`src/rtl/chan_capture_ctrl.sv`:
```
// chan_capture_ctrl
//   Capture controller for one logic-analyzer channel group. It sequences the
//   pre-trigger fill, arming, trigger detection and post-trigger fill. It
//   drives the capture RAM write enable and a circular write address. It also
//   latches the address of the first post-trigger sample so that readout can
//   unroll the buffer.
//
//   Optional feature macro: CAPT_DECIM_EN. When it is defined, this block adds
//   a decim_i port and a sample prescaler.
//
// Ports
//   clk, rst_n           clock, asynchronous active-low reset
//   run_mode_i           level; starts a capture from IDLE
//   abort_i              returns to IDLE on the next edge; blocks this cycle's write
//   wrt_smpl_i           one-cycle sample strobe from the rate generator
//   trig_i               trigger condition (level)
//   trig_pos_i           number of post-trigger samples, clamped to ENTRIES-1
//   capture_done_i       completion status bit owned by the command processor
//   decim_i              (CAPT_DECIM_EN only) log2 of the decimation ratio
//   we_o / waddr_o       capture RAM write enable and write address
//   armed_o              pre-trigger fill complete
//   set_capture_done_o   one-cycle completion pulse
//   trig_addr_o          RAM address of the first post-trigger sample
//   capturing_o          high in every state except IDLE
module chan_capture_ctrl #(
  parameter int ENTRIES = 384,
  parameter int LOG2    = 9
) (
  input  logic            clk,
  input  logic            rst_n,
  input  logic            run_mode_i,
  input  logic            abort_i,
  input  logic            wrt_smpl_i,
  input  logic            trig_i,
  input  logic [LOG2-1:0] trig_pos_i,
  input  logic            capture_done_i,
`ifdef CAPT_DECIM_EN
  input  logic [3:0]      decim_i,
`endif
  output logic            we_o,
  output logic [LOG2-1:0] waddr_o,
  output logic            armed_o,
  output logic            set_capture_done_o,
  output logic [LOG2-1:0] trig_addr_o,
  output logic            capturing_o
);

  typedef enum logic [1:0] {S_IDLE, S_CAPT, S_DONE} state_t;

  localparam logic [LOG2-1:0] LAST_ADDR = LOG2'(ENTRIES - 1);
  // The pre-trigger threshold can equal ENTRIES (when tp==0), so it needs one extra bit.
  localparam logic [LOG2:0]   ENT_W     = (LOG2+1)'(ENTRIES);
  localparam logic [LOG2:0]   ONE_W     = (LOG2+1)'(1);
  localparam logic [LOG2-1:0] ONE_A     = LOG2'(1);

  state_t          state_q;
  logic [LOG2-1:0] waddr_q, trig_addr_q, tp_q, trig_cnt_q;
  logic [LOG2:0]   smpl_cnt_q;
  logic            armed_q, trig_seen_q, scd_q, cd_seen_q;

  logic [LOG2-1:0] tp_d, waddr_d, trig_cnt_d;
  logic [LOG2:0]   thr, smpl_cnt_d;
  logic            qs, we, trig_fire, last_post, done_now;

`ifdef CAPT_DECIM_EN
  logic [3:0]  decim_q, decim_d;
  logic [9:0]  presc_q, presc_mask;

  // Values above 10 are clamped to 10, so the prescaler needs 10 bits.
  assign decim_d    = (decim_i > 4'd10) ? 4'd10 : decim_i;
  assign presc_mask = 10'((11'(1) << decim_q) - 11'(1));
  // The prescaler is cleared at start. The first strobe after start is therefore the one that qualifies.
  assign qs         = wrt_smpl_i && (presc_q == '0);
`else
  assign qs         = wrt_smpl_i;
`endif

  assign tp_d       = (trig_pos_i > LAST_ADDR) ? LAST_ADDR : trig_pos_i;
  assign thr        = ENT_W - {1'b0, tp_q};
  assign we         = (state_q == S_CAPT) && qs && !abort_i;
  assign waddr_d    = (waddr_q == LAST_ADDR) ? '0 : waddr_q + ONE_A;
  assign smpl_cnt_d = smpl_cnt_q + ONE_W;
  assign trig_cnt_d = trig_cnt_q + ONE_A;

  // armed_q is registered, so a trigger can never be taken in the cycle where armed is being set.
  assign trig_fire  = (state_q == S_CAPT) && armed_q && !trig_seen_q && trig_i && !abort_i;
  assign last_post  = we && trig_seen_q && (tp_q != '0) && (trig_cnt_d == tp_q);
  assign done_now   = last_post || (trig_fire && (tp_q == '0));

  always_ff @(posedge clk or negedge rst_n) begin
    if (!rst_n) begin
      state_q     <= S_IDLE;
      waddr_q     <= '0;
      trig_addr_q <= '0;
      tp_q        <= '0;
      trig_cnt_q  <= '0;
      smpl_cnt_q  <= '0;
      armed_q     <= 1'b0;
      trig_seen_q <= 1'b0;
      scd_q       <= 1'b0;
      cd_seen_q   <= 1'b0;
`ifdef CAPT_DECIM_EN
      decim_q     <= '0;
      presc_q     <= '0;
`endif
    end else begin
      scd_q <= 1'b0;
      if (abort_i) begin
        // On abort, trig_addr keeps its last value, which is intended.
        state_q     <= S_IDLE;
        armed_q     <= 1'b0;
        trig_seen_q <= 1'b0;
      end else begin
        case (state_q)
          S_IDLE: begin
            if (run_mode_i && !capture_done_i) begin
              state_q     <= S_CAPT;
              smpl_cnt_q  <= '0;
              trig_cnt_q  <= '0;
              waddr_q     <= '0;
              armed_q     <= 1'b0;
              trig_seen_q <= 1'b0;
              tp_q        <= tp_d;
`ifdef CAPT_DECIM_EN
              decim_q     <= decim_d;
              presc_q     <= '0;
`endif
            end
          end
          S_CAPT: begin
            if (we) begin
              waddr_q <= waddr_d;
              if (trig_seen_q) begin
                trig_cnt_q <= trig_cnt_d;
              end else if (smpl_cnt_q != thr) begin
                // The pre-trigger count saturates at the threshold.
                smpl_cnt_q <= smpl_cnt_d;
                if (smpl_cnt_d == thr) armed_q <= 1'b1;
              end
            end
`ifdef CAPT_DECIM_EN
            if (wrt_smpl_i) presc_q <= (presc_q + 10'd1) & presc_mask;
`endif
            if (trig_fire) begin
              trig_seen_q <= 1'b1;
              // If a write coincides with the trigger, that write counts as pre-trigger.
              // The first post-trigger sample is then the next write.
              trig_addr_q <= we ? waddr_d : waddr_q;
            end
            if (done_now) begin
              state_q   <= S_DONE;
              scd_q     <= 1'b1;
              cd_seen_q <= 1'b0;
            end
          end
          S_DONE: begin
            // Return to IDLE only after the processor has raised capture_done and then dropped it.
            if (capture_done_i) begin
              cd_seen_q <= 1'b1;
            end else if (cd_seen_q) begin
              state_q     <= S_IDLE;
              armed_q     <= 1'b0;
              trig_seen_q <= 1'b0;
            end
          end
          default: state_q <= S_IDLE;
        endcase
      end
    end
  end

  assign we_o               = we;
  assign waddr_o            = waddr_q;
  assign armed_o            = armed_q;
  assign set_capture_done_o = scd_q;
  assign trig_addr_o        = trig_addr_q;
  assign capturing_o        = (state_q != S_IDLE);

endmodule

```
`config.mk`:
```
export PLATFORM = sky130hd
export DESIGN_NAME = chan_capture_ctrl
export DESIGN_NICKNAME = d
export VERILOG_FILES = /design/src/rtl/chan_capture_ctrl.sv
export SDC_FILE = /design/constraint.sdc
export NUM_CORES = 1
export LEC_CHECK = 0
export ABC_AREA = 1
export CAP_MARGIN = 5
export CORE_UTILIZATION = 45
export DETAILED_ROUTE_END_ITERATION = 10
export GPL_TIMING_DRIVEN = 0
export MAX_ROUTING_LAYER = met4
export PLACE_DENSITY = 0.7
export SETUP_SLACK_MARGIN = 0.5
export SLEW_MARGIN = 20
export SYNTH_ARGS = -nofsm -noshare
export SYNTH_HDL_FRONTEND = slang
export SYNTH_SLANG_ARGS = --single-unit
```
`constraint.sdc`:
```
create_clock -name clk -period 3.6 [get_ports clk]
set_input_delay 0.72 -clock clk [delete_from_list [all_inputs] [get_ports clk]]
set_output_delay 0.72 -clock clk [all_outputs]
set_load 0.005 [all_outputs]
```
# ---- After elaboration in Yosys (flattened, before gate mapping)
# Index checks and enable logic that the tools add are counted.
dict set report totals {
  register_bits 52
  latchBits 0
  mem_bits_rw 0
  rom_bits 0
  input_bits 16
  out_inout_bits 22
  wordCells 106
  memories 0
}
dict set report classes {
  add_sub_neg 4
  mul 0
  div 0
  order_cmp 1
  n_eq_ne 22
  n_shift 0
  muxes 37
  bitwise 1
  n_reduce_logical 31
}
# cell n
set ops {}
lappend ops {{9-bit two-way mux} 6}
lappend ops {{10-bit two-way mux} 4}
lappend ops {{9-bit one-hot mux with 2 select lines} 2}
lappend ops {{3-bit != test (second input constant)} 7}
lappend ops {{10-bit one-hot mux with 2 select lines} 1}
lappend ops {{9-bit by 1-bit adder with 9-bit output (second input constant)} 2}
lappend ops {{1-bit two-way mux} 15}
lappend ops {{2-bit != test (second input constant)} 6}
lappend ops {{1-bit logical AND} 11}
lappend ops {{10-bit by 1-bit adder with 10-bit output (second input constant)} 1}
lappend ops {{10-bit equality test} 1}
lappend ops {{2-bit two-way mux} 5}
lappend ops {{10-bit != test} 1}
lappend ops {{5-bit AND reduction} 2}
lappend ops {{9-bit by 9-bit subtractor with 10-bit output (first input constant)} 1}
lappend ops {{9-bit equality test} 1}
lappend ops {{9-bit equality test (second input constant)} 1}
lappend ops {{9-bit > comparator (second input constant)} 1}
lappend ops {{9-bit zero test} 1}
lappend ops {{3-bit AND reduction} 3}
lappend ops {{9-bit nonzero test} 1}
lappend ops {{4-bit AND reduction} 2}
lappend ops {{8-bit AND reduction} 1}
lappend ops {{3-bit by 2-bit != test with 1-bit output (second input constant)} 2}
lappend ops {{13 further kinds} 18}

# ---- Depth between registers and ports, before layout
# Gate-level depths: netlist of run 1.
dict set report depth {
  depth_word 10
  depth_mapped 16
  mapped_depth_nobuf 16
}

# ---- Least setup slack after synthesis of run 1
# OpenSTA, ideal clock, no wires.
dict set report synth_path {
  kind {input to output}
  from {input abort_i}
  to {output we_o}
  t_arrival_ns 1.167
  required_ns 2.880
  path_slack_ns 1.713
  stages 4
  path_buffers 1
  cell_sequence {inv_1 -> nand2_2 -> nor2_4 -> buf_6}
}
dict set report synth_via {
  elab_chain_cells 2
}
# element line
set synth_rtl {}
lappend synth_rtl {{start, declared} 32} ;# input logic abort_i,
lappend synth_rtl {{1-bit zero test} 80} ;# assign we = (state_q == S_CAPT) && qs && !abort_i;
lappend synth_rtl {{1-bit logical AND} 80}
lappend synth_rtl {{end, declared} 40} ;# output logic we_o,
# Every way passes these cells.

# ---- Worst setup path in the final report of run 1
# Same ends and word-level chain as after synthesis.

==> summary.md, run 1 <==
| Metric | Value |
|---|---|
| CTS buffer count | 5 |
| Peak Freq | 342 MHz |
| Global Route Usage Sum | 0.239 |
| Die height | 88.3 um |
| Met3 Use GR | 0.0299 |
| Compound-cell area share of the yosys netlist | 0.0937 |
| Cell with the most instances after synthesis | nand2_1 |
| Die W | 88.3 um |
| Number of buffers inserted by port buffering | 37 |
| Net Count, Synth | 509 |
| Worst EP required | 2880 ps |
| Post-Synth Simple-Gate Area | 0.370 |
| Post-route DRC | 0 |
| Grt met1 use | 0.315 |
| Worst r2r src | tp_q[0] |
| Ant diodes | 0 |
| Final hold viol count | 0 |
| Clock Path Buffers | 2 |
| Worst path depth | 6 |
| Clock transition at path regs | 110 ps |
| Share of cells above drive strength 1 | 0.0843 |
| Area grow syn2layout | 18.8% |
| Final Critical Period | 2920 ps |
| Pwr dens | 494 mW/mm2 |
| Initial Util | 0.465 |
| Routed len/inst | 13.4 um |
| TritonRoute pass-1 iters | 7 |
| Post-synthesis cell type count | 29 |
| Total power draw | 0.00197 W |
| Clk root buf | clkbuf_8 |
| Most instantiated cells after synthesis | 140 x nand2_1, 65 x inv_1, 65 x nand3_1 |
| Cells after Synth | 489 |
| #FFs+latches synth | 52 |
| Worst R2R Setup Slack | 1320 ps |
| # H-tree levels | 2 |
| Hold buffers post-CTS | 0 |
| Vias | 3,268 |
| Fin. max-slew vios | 0 |
| Nets | 553 |
| Worst hold path type | primary input to async pin |
| Placer Congestion | 0.939 |
| Pin count of the biggest net entering global routing | 53 |
| RSZ-0062 raised after global routing | false |
| CP max stage delay | 510 ps |
| Post-Synth Adder-Cell Area | 0.0149 |
| WP buf/inv | 4 |
| M2 GR Usage | 0.383 |
| Vias in the first global route | 3,056 |
| Die area | 0.00780 mm2 |
| Slew HR | 0.562 |
| Synth Cell Area | 0.00335 mm2 |
| Overall routed net length | 8.47 mm |
| Crit Path Class | primary input to output pin |
| Crit path DAT | 2200 ps |
| CTS tree | yes |
| VDD IR max | 252 uV |
| GRT busiest layer | met2 |
| CP startpoint kind | primary input |
| Seq/Total Area, Yosys | 0.388 |
| Crit-path max FO | 10 |
| Largest family of logic cells by synthesized area | simple AND/OR/NAND/NOR gates |
| Routed Antenna Nets | 0 |
| Post-synthesis mux area share | 0 |
| Drt via density | 5.16 |
| Top cells by area, synth | dfrtp_1 39%, nand2_1 16%, nand3_1 9.7% |
| Crit-path most repeated cell | clkdlybuf4s50_1 |
| Final Setup Violations | 0 |
| Post-synth top area cell | dfrtp_1 |
| Row cnt | 31 |
| Outcome | complete, no violations |
| Setup TNS | 0 ps |
| CP cell instances | clkdlybuf4s50_1 -> inv_1 -> nand2_2 -> nor2_4 -> buf_6 -> clkdlybuf4s50_1 |
| Reg2reg end | smpl_cnt_q[6] |
| DR iter-0 viols | 162 |
| Postcts setup bufs | 0 |
| R2r worst-path depth | 15 |
| Max Cap Violations | 0 |
| Post-Synth XOR/XNOR Area | 0.0366 |
| Slew @ Worst Pin | 657 ps |
| Clk Latency, worst-skew pair | 310 ps |
| PostCTS Resize Cnt | 0 |
| Synth warnings | 0 |
| Initial antenna violation count | 0 |
| Placed insts | 625 |
| Delay-heaviest family, CP | buffers and inverters |
| Fin cells | 633 |
| Hpwl dp | 6.50 mm |
| CP endpoint kind | output pin |
| Synth top area share | 0.388 |
| Clock Sinks | 52 |
| Final core utilization | 0.552 |
| Post-synth EDFFs | 0 |
| Core area | 0.00721 mm2 |
| GRT overflow | 0 |
| I/O Pins | 38 |
| Most used DFF post-synth | dfrtp_1 |
| Setup Skew | 7.26 ps |
| Synth Area per Inst | 6.86 um2 |
| Ys async rst share | 1.00 |
| First-pass GRT wire length | 14.0 mm |
| Final Cycle Share | 0.812 |
| Pleak | 1.90 nW |
| CP max stage cell | clkdlybuf4s50_1 |
==> cell families after synthesis <==
kind of cell / after synthesis
AOI/OAI and AO/OA: 58
adders and majority gates: 4
DFF: 52
xor gates and xnor gates: 14
buffers and inverters: 81
and+or+nand+nor: 280
==> layout make-up <==
| type | count | area, um2 |
|---|---|---|
| Fill cell | 745 | 3230 |
| Multi-Input combinational cell | 356 | 1730 |
| Sequential cell | 52 | 1300 |
| Timing Repair Buffer | 37 | 368 |
| Inverter | 74 | 278 |
| Tap cell | 99 | 124 |
| Clock buffer | 5 | 68.8 |
| Clock inverter | 3 | 68.8 |
| Buffer | 7 | 46.3 |
==> report_power, final <==
| part | switching [W] | total [W] | internal, W |
|---|---|---|---|
| Sequential | 0.0000916 | 0.000736 | 0.000645 |
| Combinational | 0.000475 | 0.000738 | 0.000263 |
| Clock | 0.000212 | 0.000492 | 0.000280 |
==> registers in the layout, indices dropped and copies added (netlist names) <==
register            flops
trig_cnt_q              9
cd_seen_q               1
smpl_cnt_q             10
set_capture_done_o      1
trig_seen_q             1
state_q                 2
tp_q                    9
armed_o                 1
trig_addr_o             9
waddr_o                 9
==> worst register-to-register path, stage by stage (launching register included) <==
cell	delay [ps]
dfrtp_1	460
inv_2	170
ha_1	280
inv_1	60
nand2_1	90
nand2_2	90
a21oi_1	130
nand3_1	120
nor2_1	100
nand2_1	50
nor2_1	110
nand2_1	120
nand2_2	110
nand2_2	130
nand2_1	100
nand2_1	60
==> how the worst max path moves through the flow <==
| stage | from | endpoint | slack (ps) |
|---|---|---|---|
| after global placement | rst_n | smpl_cnt_q[5] | 260 |
| after CTS | abort_i | we_o | 680 |
| final | abort_i | we_o | 680 |
| after detailed placement | abort_i | we_o | 690 |
| after floorplan | abort_i | we_o | 1710 |
| after global routing | abort_i | we_o | 600 |
==> layout by cell type, fill, tap and decap left out, types with 8 or more instances in the layout <==
cell | Yosys | final
nand3_1 | 65 | 65
o21ai_0 | 34 | 34
xor2_1 | 12 | 12
inv_2 | 8 | 8
clkdlybuf4s50_1 | 0 | 36
inv_1 | 65 | 65
nor2_1 | 40 | 40
nand2_1 | 140 | 140
dfrtp_1 | 52 | 52
nand4_1 | 11 | 11
o22ai_1 | 13 | 13
==> metrics by stage <==
stage               setup slack, ps  cell area, um2  hold WS, ps
finish                          678            3980          411
floorplan                      1710            3350          424
detailed placement              685            3840          474
global placement                259            3850          469
CTS                             677            3980          447
global route                    596            3980          472
==> metal layers <==
metal | up-vias | wire, um | part of all wire
met2 | 82 | 3950 | 0.47
met1 | 1514 | 4050 | 0.48
met4 | 0 | 140 | 0.017
met3 | 13 | 337 | 0.040
met5 | - | 0 | 0
li1 | 1659 | - | -
No activity file was read; power rests on OpenSTA's default activity.
==> run 2: changes to the inputs <==
--- a/config.mk
+++ b/config.mk
@@ -11,7 +11,7 @@
 export DETAILED_ROUTE_END_ITERATION = 10
 export GPL_TIMING_DRIVEN = 0
 export MAX_ROUTING_LAYER = met4
-export PLACE_DENSITY = 0.7
+export PLACE_DENSITY = 0.73
 export SETUP_SLACK_MARGIN = 0.5
 export SLEW_MARGIN = 20
 export SYNTH_ARGS = -nofsm -noshare
==> constraint.sdc (replaced) <==
create_clock -name clk -period 2.68 [get_ports clk]
set_input_delay 0.536 -clock clk [delete_from_list [all_inputs] [get_ports clk]]
set_output_delay 0.536 -clock clk [all_outputs]
set_load 0.005 [all_outputs]
==> run 2 against run 1 <==
Compared with the run above: hold slack got worse by 170 ps; die area unchanged; combinational power increased by 50%; via count increased by 0.98%; register-to-register slack got worse by 630 ps; non-clock buffer count increased by 9; wire length decreased by 1.0%; sequential share of layout area decreased by 0.58 points; power increased by 31%; critical path type unchanged; critical endpoint unchanged.
==> summary.md, run 2 (synthesized netlist as in run 1, its figures left out) <==
| Metric | Value |
|---|---|
| Outcome | complete, no violations |
| Routed Antenna Nets | 0 |
| Vias | 3,300 |
| Area grow syn2layout | 20.9% |
| I/O Pins | 38 |
| Clock Sinks | 52 |
| Power share of the clock group | 0.189 |
| Routed len/inst | 13.1 um |
| CP max stage cell | clkdlybuf4s50_1 |
| Grt met1 use | 0.313 |
| Crit path DAT | 1560 ps |
| Most common cell after layout, fill and taps aside | nand2_1 |
| Combinational fraction of design power | 0.430 |
| GRT overflow | 0 |
| Post-route DRC | 0 |
| Slew @ Worst Pin | 643 ps |
| Worst hold path type | primary input to async pin |
| Final Critical Period | 2090 ps |
| Met3 Use GR | 0.0373 |
| Fillers | 707 |
| VDD IR max | 424 uV |
| Clock transition at path regs | 110 ps |
| Row cnt | 31 |
| Max Cap Violations | 0 |
| M2 GR Usage | 0.392 |
| Hpwl dp | 6.41 mm |
| Max FFs per register | 10 |
| Hold WS | 241 ps |
| CP startpoint kind | primary input |
| Most frequent cells in the layout | 139 x nand2_1, 64 x nand3_1, 63 x inv_1, 52 x dfrtp_1, 38 x nor2_1 |
| Slew HR | 0.571 |
| Die area | 0.00780 mm2 |
| Number of buffers inserted by port buffering | 37 |
| Final Setup Violations | 0 |
| Pwr dens | 635 mW/mm2 |
| Initial antenna violation count | 0 |
| Sequential share of power | 0.381 |
| Total power draw | 0.00257 W |
| WP buf/inv | 4 |
| Internal Pwr Total | 0.00149 W |
| Placer Congestion | 0.957 |
| Final Cycle Share | 0.782 |
| GRT busiest layer | met2 |
| CP cell instances | clkdlybuf4s50_1 -> inv_2 -> nand2_2 -> nor2_4 -> buf_6 -> dlygate4sd2_1 |
| Fin. max-slew vios | 0 |
| CP endpoint kind | output pin |
| Setup Skew | 9.55 ps |
| Initial Util | 0.465 |
| DR iter-0 viols | 165 |
| Most flop-heavy register | smpl_cnt_q |
| Final hold viol count | 0 |
| CP max stage delay | 410 ps |
| # H-tree levels | 2 |
| CTS buffer count | 5 |
| Clock Path Buffers | 2 |
| Global Route Usage Sum | 0.243 |
| Pleak | 1.93 nW |
| Clk root buf | clkbuf_8 |
| TritonRoute pass-1 iters | 5 |
| Delay-heaviest family, CP | buffers and inverters |
| Crit Path Class | primary input to output pin |
| Overall routed net length | 8.39 mm |
| Die W | 88.3 um |
| Die height | 88.3 um |
| Clk Latency, worst-skew pair | 310 ps |
| First-pass GRT wire length | 14.3 mm |
| Pin count of the biggest net entering global routing | 53 |
| Hold buffers post-CTS | 0 |
| Worst EP required | 2140 ps |
| Vias in the first global route | 3,096 |
| Drt via density | 5.14 |
| CTS tree | yes |
| Peak Freq | 477 MHz |
| Switching part of the total | 0.422 |
| Crit-path max FO | 2 |
| Ant diodes | 0 |
| RSZ-0062 raised after global routing | true |
| Nets | 562 |
| Share of cells above drive strength 1 | 0.114 |
| Switching pwr | 0.00109 W |
| Core area | 0.00721 mm2 |
-- run 2: power groups by stage --
stage | logic, W | clock network [W] | registers (W)
2_1_floorplan | 0.000718 | 0 | 0.000970
3_3_place_gp | 0.000976 | 0 | 0.00100
3_5_place_dp | 0.000982 | 0 | 0.00100
4_1_cts | 0.00101 | 0.000498 | 0.000985
5_1_grt | 0.00125 | 0.000532 | 0.000995
6_report | 0.00111 | 0.000486 | 0.000982
-- run 2: layout make-up --
class                      instances  area (um2)  area share
buffer                             7        50.0      0.0123
clock buffer                       5        68.8      0.0170
clock inverter                     3        27.5     0.00679
inverter                          74         278      0.0685
multi-input combinational        356        1770       0.437
sequential                        52        1300       0.321
tap                               99         124      0.0305
timing repair buffer              46         434       0.107
-- run 2: final timing paths --
check / endpoint / depth (start not counted) / startpoint / slack, ps
worst max register to register: smpl_cnt_q[6] / 15 / tp_q[1] / 690
worst min-delay path: trig_addr_o[5] / 1 / rst_n / 240
max in group asynchronous: smpl_cnt_q[7] / 1 / rst_n / 2010
worst max-delay path: we_o / 6 / abort_i / 590
min in group clk: trig_addr_o[3] / 2 / trig_addr_o[3] / 500
worst min register to register: trig_addr_o[3] / 2 / trig_addr_o[3] / 500
-- run 2: metal layers --
metal	part of all wire	wire (um)
met1	0.46	3850
met2	0.46	3890
met5	0	0
met4	0.016	138
met3	0.060	505
-- run 2: metrics by stage --
step | TNS (ps) | instance area, um2 | instances | util | setup slack, ps
floorplan | 0 | 3350 | 489 | - | 883
global placement | -21560 | 3850 | 625 | 0.533 | -420
detailed placement | 0 | 3840 | 625 | 0.533 | 141
CTS | 0 | 3970 | 637 | 0.551 | 529
global route | 0 | 4060 | 642 | 0.562 | 481
finish | 0 | 4060 | 642 | 0.562 | 585
-- run 2: timing repair --
item	4_1_cts	5_1_grt
pin swaps	1	0
endpoints found under the setup margin	9	15
setup buffers	4	5
gates resized for setup	3	12
==> run 3: changes to the inputs <==
==> constraint.sdc (replaced) <==
create_clock -name clk -period 1.91 [get_ports clk]
set_input_delay 0.382 -clock clk [delete_from_list [all_inputs] [get_ports clk]]
set_output_delay 0.382 -clock clk [all_outputs]
set_load 0.005 [all_outputs]
==> run 3 against run 2 <==
Compared with the run above: critical path depth increased by 10; die area unchanged; the flow now finishes with violations (setup timing); setup slack got worse by 620 ps; largest power group unchanged; clock power increased by 43%; power increased by 66%; sequential power increased by 43%; non-clock buffer count increased by 40.
==> summary.md, run 3 (synthesized netlist as in run 1, its figures left out) <==
| Metric | Value |
|---|---|
| Total power draw | 0.00427 W |
| Ant diodes | 0 |
| Design area | 0.00493 mm2 |
| Die area | 0.00780 mm2 |
| Row cnt | 31 |
| CP cell instances | buf_6 -> nor2_4 -> buf_4 -> nand3_1 -> nand2_2 -> inv_1 -> nand2_1 -> nand2_1 -> clkinv_1 -> nand2_1 -> nor2_2 -> nand2_2 -> nand2_4 -> nand2_4 -> nand2_1 -> nand2_1 |
| Initial Util | 0.465 |
| Clock Path Buffers | 2 |
| # H-tree levels | 2 |
| Delay-heaviest family, CP | simple AND/OR/NAND/NOR gates |
| Cell Area, Placed | 0.00396 mm2 |
| Number of buffers inserted by port buffering | 37 |
| Outcome | finished with violations |
| Power share of the clock group | 0.163 |
| VDD IR max | 618 uV |
| CP endpoint kind | register |
| Routed len/inst | 15.5 um |
| First-pass GRT wire length | 16.4 mm |
| Global Route Usage Sum | 0.283 |
| Worst Slack Setup Final | -35.9 ps |
| Most flop-heavy register | smpl_cnt_q |
| Overall routed net length | 10.5 mm |
| Final Cycle Share | 1.02 |
| Clock transition at path regs | 120 ps |
| Clock Sinks | 52 |
| GRT overflow | 0 |
| Nets | 602 |
| Clk Latency, worst-skew pair | 330 ps |
| Pleak | 2.36 nW |
| CP max stage delay | 430 ps |
| Crit-path most repeated cell | nand2_1 |
| Placed insts | 625 |
| Slew @ Worst Pin | 663 ps |
| CP startpoint kind | register |
| Share of cells above drive strength 1 | 0.348 |
| Die W | 88.3 um |
| Setup Skew | 19.3 ps |
| Vias | 3,650 |
| Initial antenna violation count | 0 |
| Core area | 0.00721 mm2 |
| Worst hold path type | primary input to async pin |
| WP buf/inv | 4 |
| Crit Path Class | register to register |
| Fin. max-slew vios | 0 |
| Failing checks | setup timing |
| Pin count of the biggest net entering global routing | 53 |
| Most frequent cells in the layout | 122 x nand2_1, 55 x inv_1, 50 x nand3_1, 48 x dfrtp_1, 31 x buf_4 |
| Internal Pwr Total | 0.00242 W |
| Hpwl dp | 6.64 mm |
| Drt via density | 5.35 |
| Sequential share of power | 0.327 |
| Fillers | 601 |
| CTS tree | yes |
| Clk root buf | clkbuf_8 |
| Dpl ws | -358 ps |
| Pwr dens | 866 mW/mm2 |
| Fin cells | 682 |
| Peak Freq | 514 MHz |
| Switching part of the total | 0.432 |
| Most common cell after layout, fill and taps aside | nand2_1 |
| Die height | 88.3 um |
| Post-route DRC | 0 |
| Switching pwr | 0.00184 W |
| CTS buffer count | 5 |
| TritonRoute pass-1 iters | 5 |
| CP max stage cell | dfrtp_1 |
| Crit path DAT | 2160 ps |
| Max FFs per register | 10 |
| Slew HR | 0.558 |
| Max Cap Violations | 0 |
| DR iter-0 viols | 222 |
| Placer Congestion | 0.904 |
| Final hold viol count | 0 |
| Final Critical Period | 1950 ps |
| Crit-path max FO | 8 |
| Routed Antenna Nets | 0 |
| I/O Pins | 38 |
| Area grow syn2layout | 47.1% |
| Combinational fraction of design power | 0.510 |
| Final Setup Violations | 11 |
| RSZ-0062 raised after global routing | true |
| Worst EP required | 2120 ps |
| Vias in the first global route | 3,556 |
run 3: cell count changes in the layout (fill, tap and decap cells not counted), sizes merged:
| cell | before | now |
|---|---|---|
| clkinvlp | 1 | 2 |
| dlymetal6s2s | 0 | 1 |
| clkbuf | 7 | 8 |
| clkdlybuf4s50 | 35 | 13 |
| dlygate4sd2 | 1 | 15 |
| buf | 15 | 59 |
| inv | 74 | 72 |
| clkdlybuf4s15 | 0 | 2 |
| clkinv | 2 | 3 |
run 3: metal layers:
layer	vias to the layer above	track usage	share of wire
li1	1759	-	-
met1	1710	0.332	0.41
met2	155	0.494	0.51
met3	26	0.0420	0.052
met4	0	0.0938	0.024
met5	-	-	0
run 3: final timing paths:
path                                 from        endpoint  slack (ps)  cells past startpoint
setup / recovery                  tp_q[1]   smpl_cnt_q[4]         -40                     16
hold / removal                      rst_n      waddr_o[6]          70                      1
setup reg to reg                  tp_q[1]   smpl_cnt_q[4]         -40                     16
hold reg to reg            trig_addr_o[6]  trig_addr_o[6]         490                      2
max in group asynchronous           rst_n         tp_q[3]        1340                      1
min in group clk           capture_done_i       cd_seen_q         370                      3
run 3: area by class of cell:
| class | instances | area (um2) | share of cell area |
|---|---|---|---|
| Timing Repair Buffer | 86 | 792 | 0.161 |
| Inverter | 74 | 297 | 0.0601 |
| Sequential cell | 52 | 1310 | 0.265 |
| Buffer | 7 | 83.8 | 0.0170 |
| Multi-Input combinational cell | 356 | 2230 | 0.453 |
| Clock buffer | 5 | 68.8 | 0.0140 |
| Tap cell | 99 | 124 | 0.0251 |
| Clock inverter | 3 | 27.5 | 0.00558 |
run 3: stage by stage:
stage / TNS, ps / hold WS [ps] / utilization
final: -298 / 67.1 / 0.683
after global routing: -1900 / 133 / 0.683
after CTS: -2.14 / 101 / 0.644
after detailed placement: -5100 / 456 / 0.549
after global placement: -58190 / 467 / 0.549
after floorplan: 0 / 86.4 / -
run 3: repair_timing:
action / 4_1_cts / 5_1_grt
endpoints found under the setup margin: 74 / 59
pin swaps: 30 / 26
cloned: 2 / 0
setup buffers: 42 / 5
hold buffers: 0 / 0
gates resized for setup: 129 / 77
run 3: power by group through the flow:
stage,logic (W),registers (W),clock network [W]
2_1_floorplan,0.00109,0.00137,0
3_3_place_gp,0.00145,0.00141,0
3_5_place_dp,0.00148,0.00141,0
4_1_cts,0.00193,0.00137,0.000699
5_1_grt,0.00239,0.00141,0.000734
6_report,0.00218,0.00140,0.000694
run 3: worst reg2reg max path, cell delays in order, from the launching register on:
cell,delay [ps]
dfrtp_1,430
buf_6,130
nor2_4,160
buf_4,140
nand3_1,70
nand2_2,110
inv_1,60
nand2_1,60
nand2_1,60
clkinv_1,40
nand2_1,50
nor2_2,130
nand2_2,90
nand2_4,100
nand2_4,100
nand2_1,80
nand2_1,50
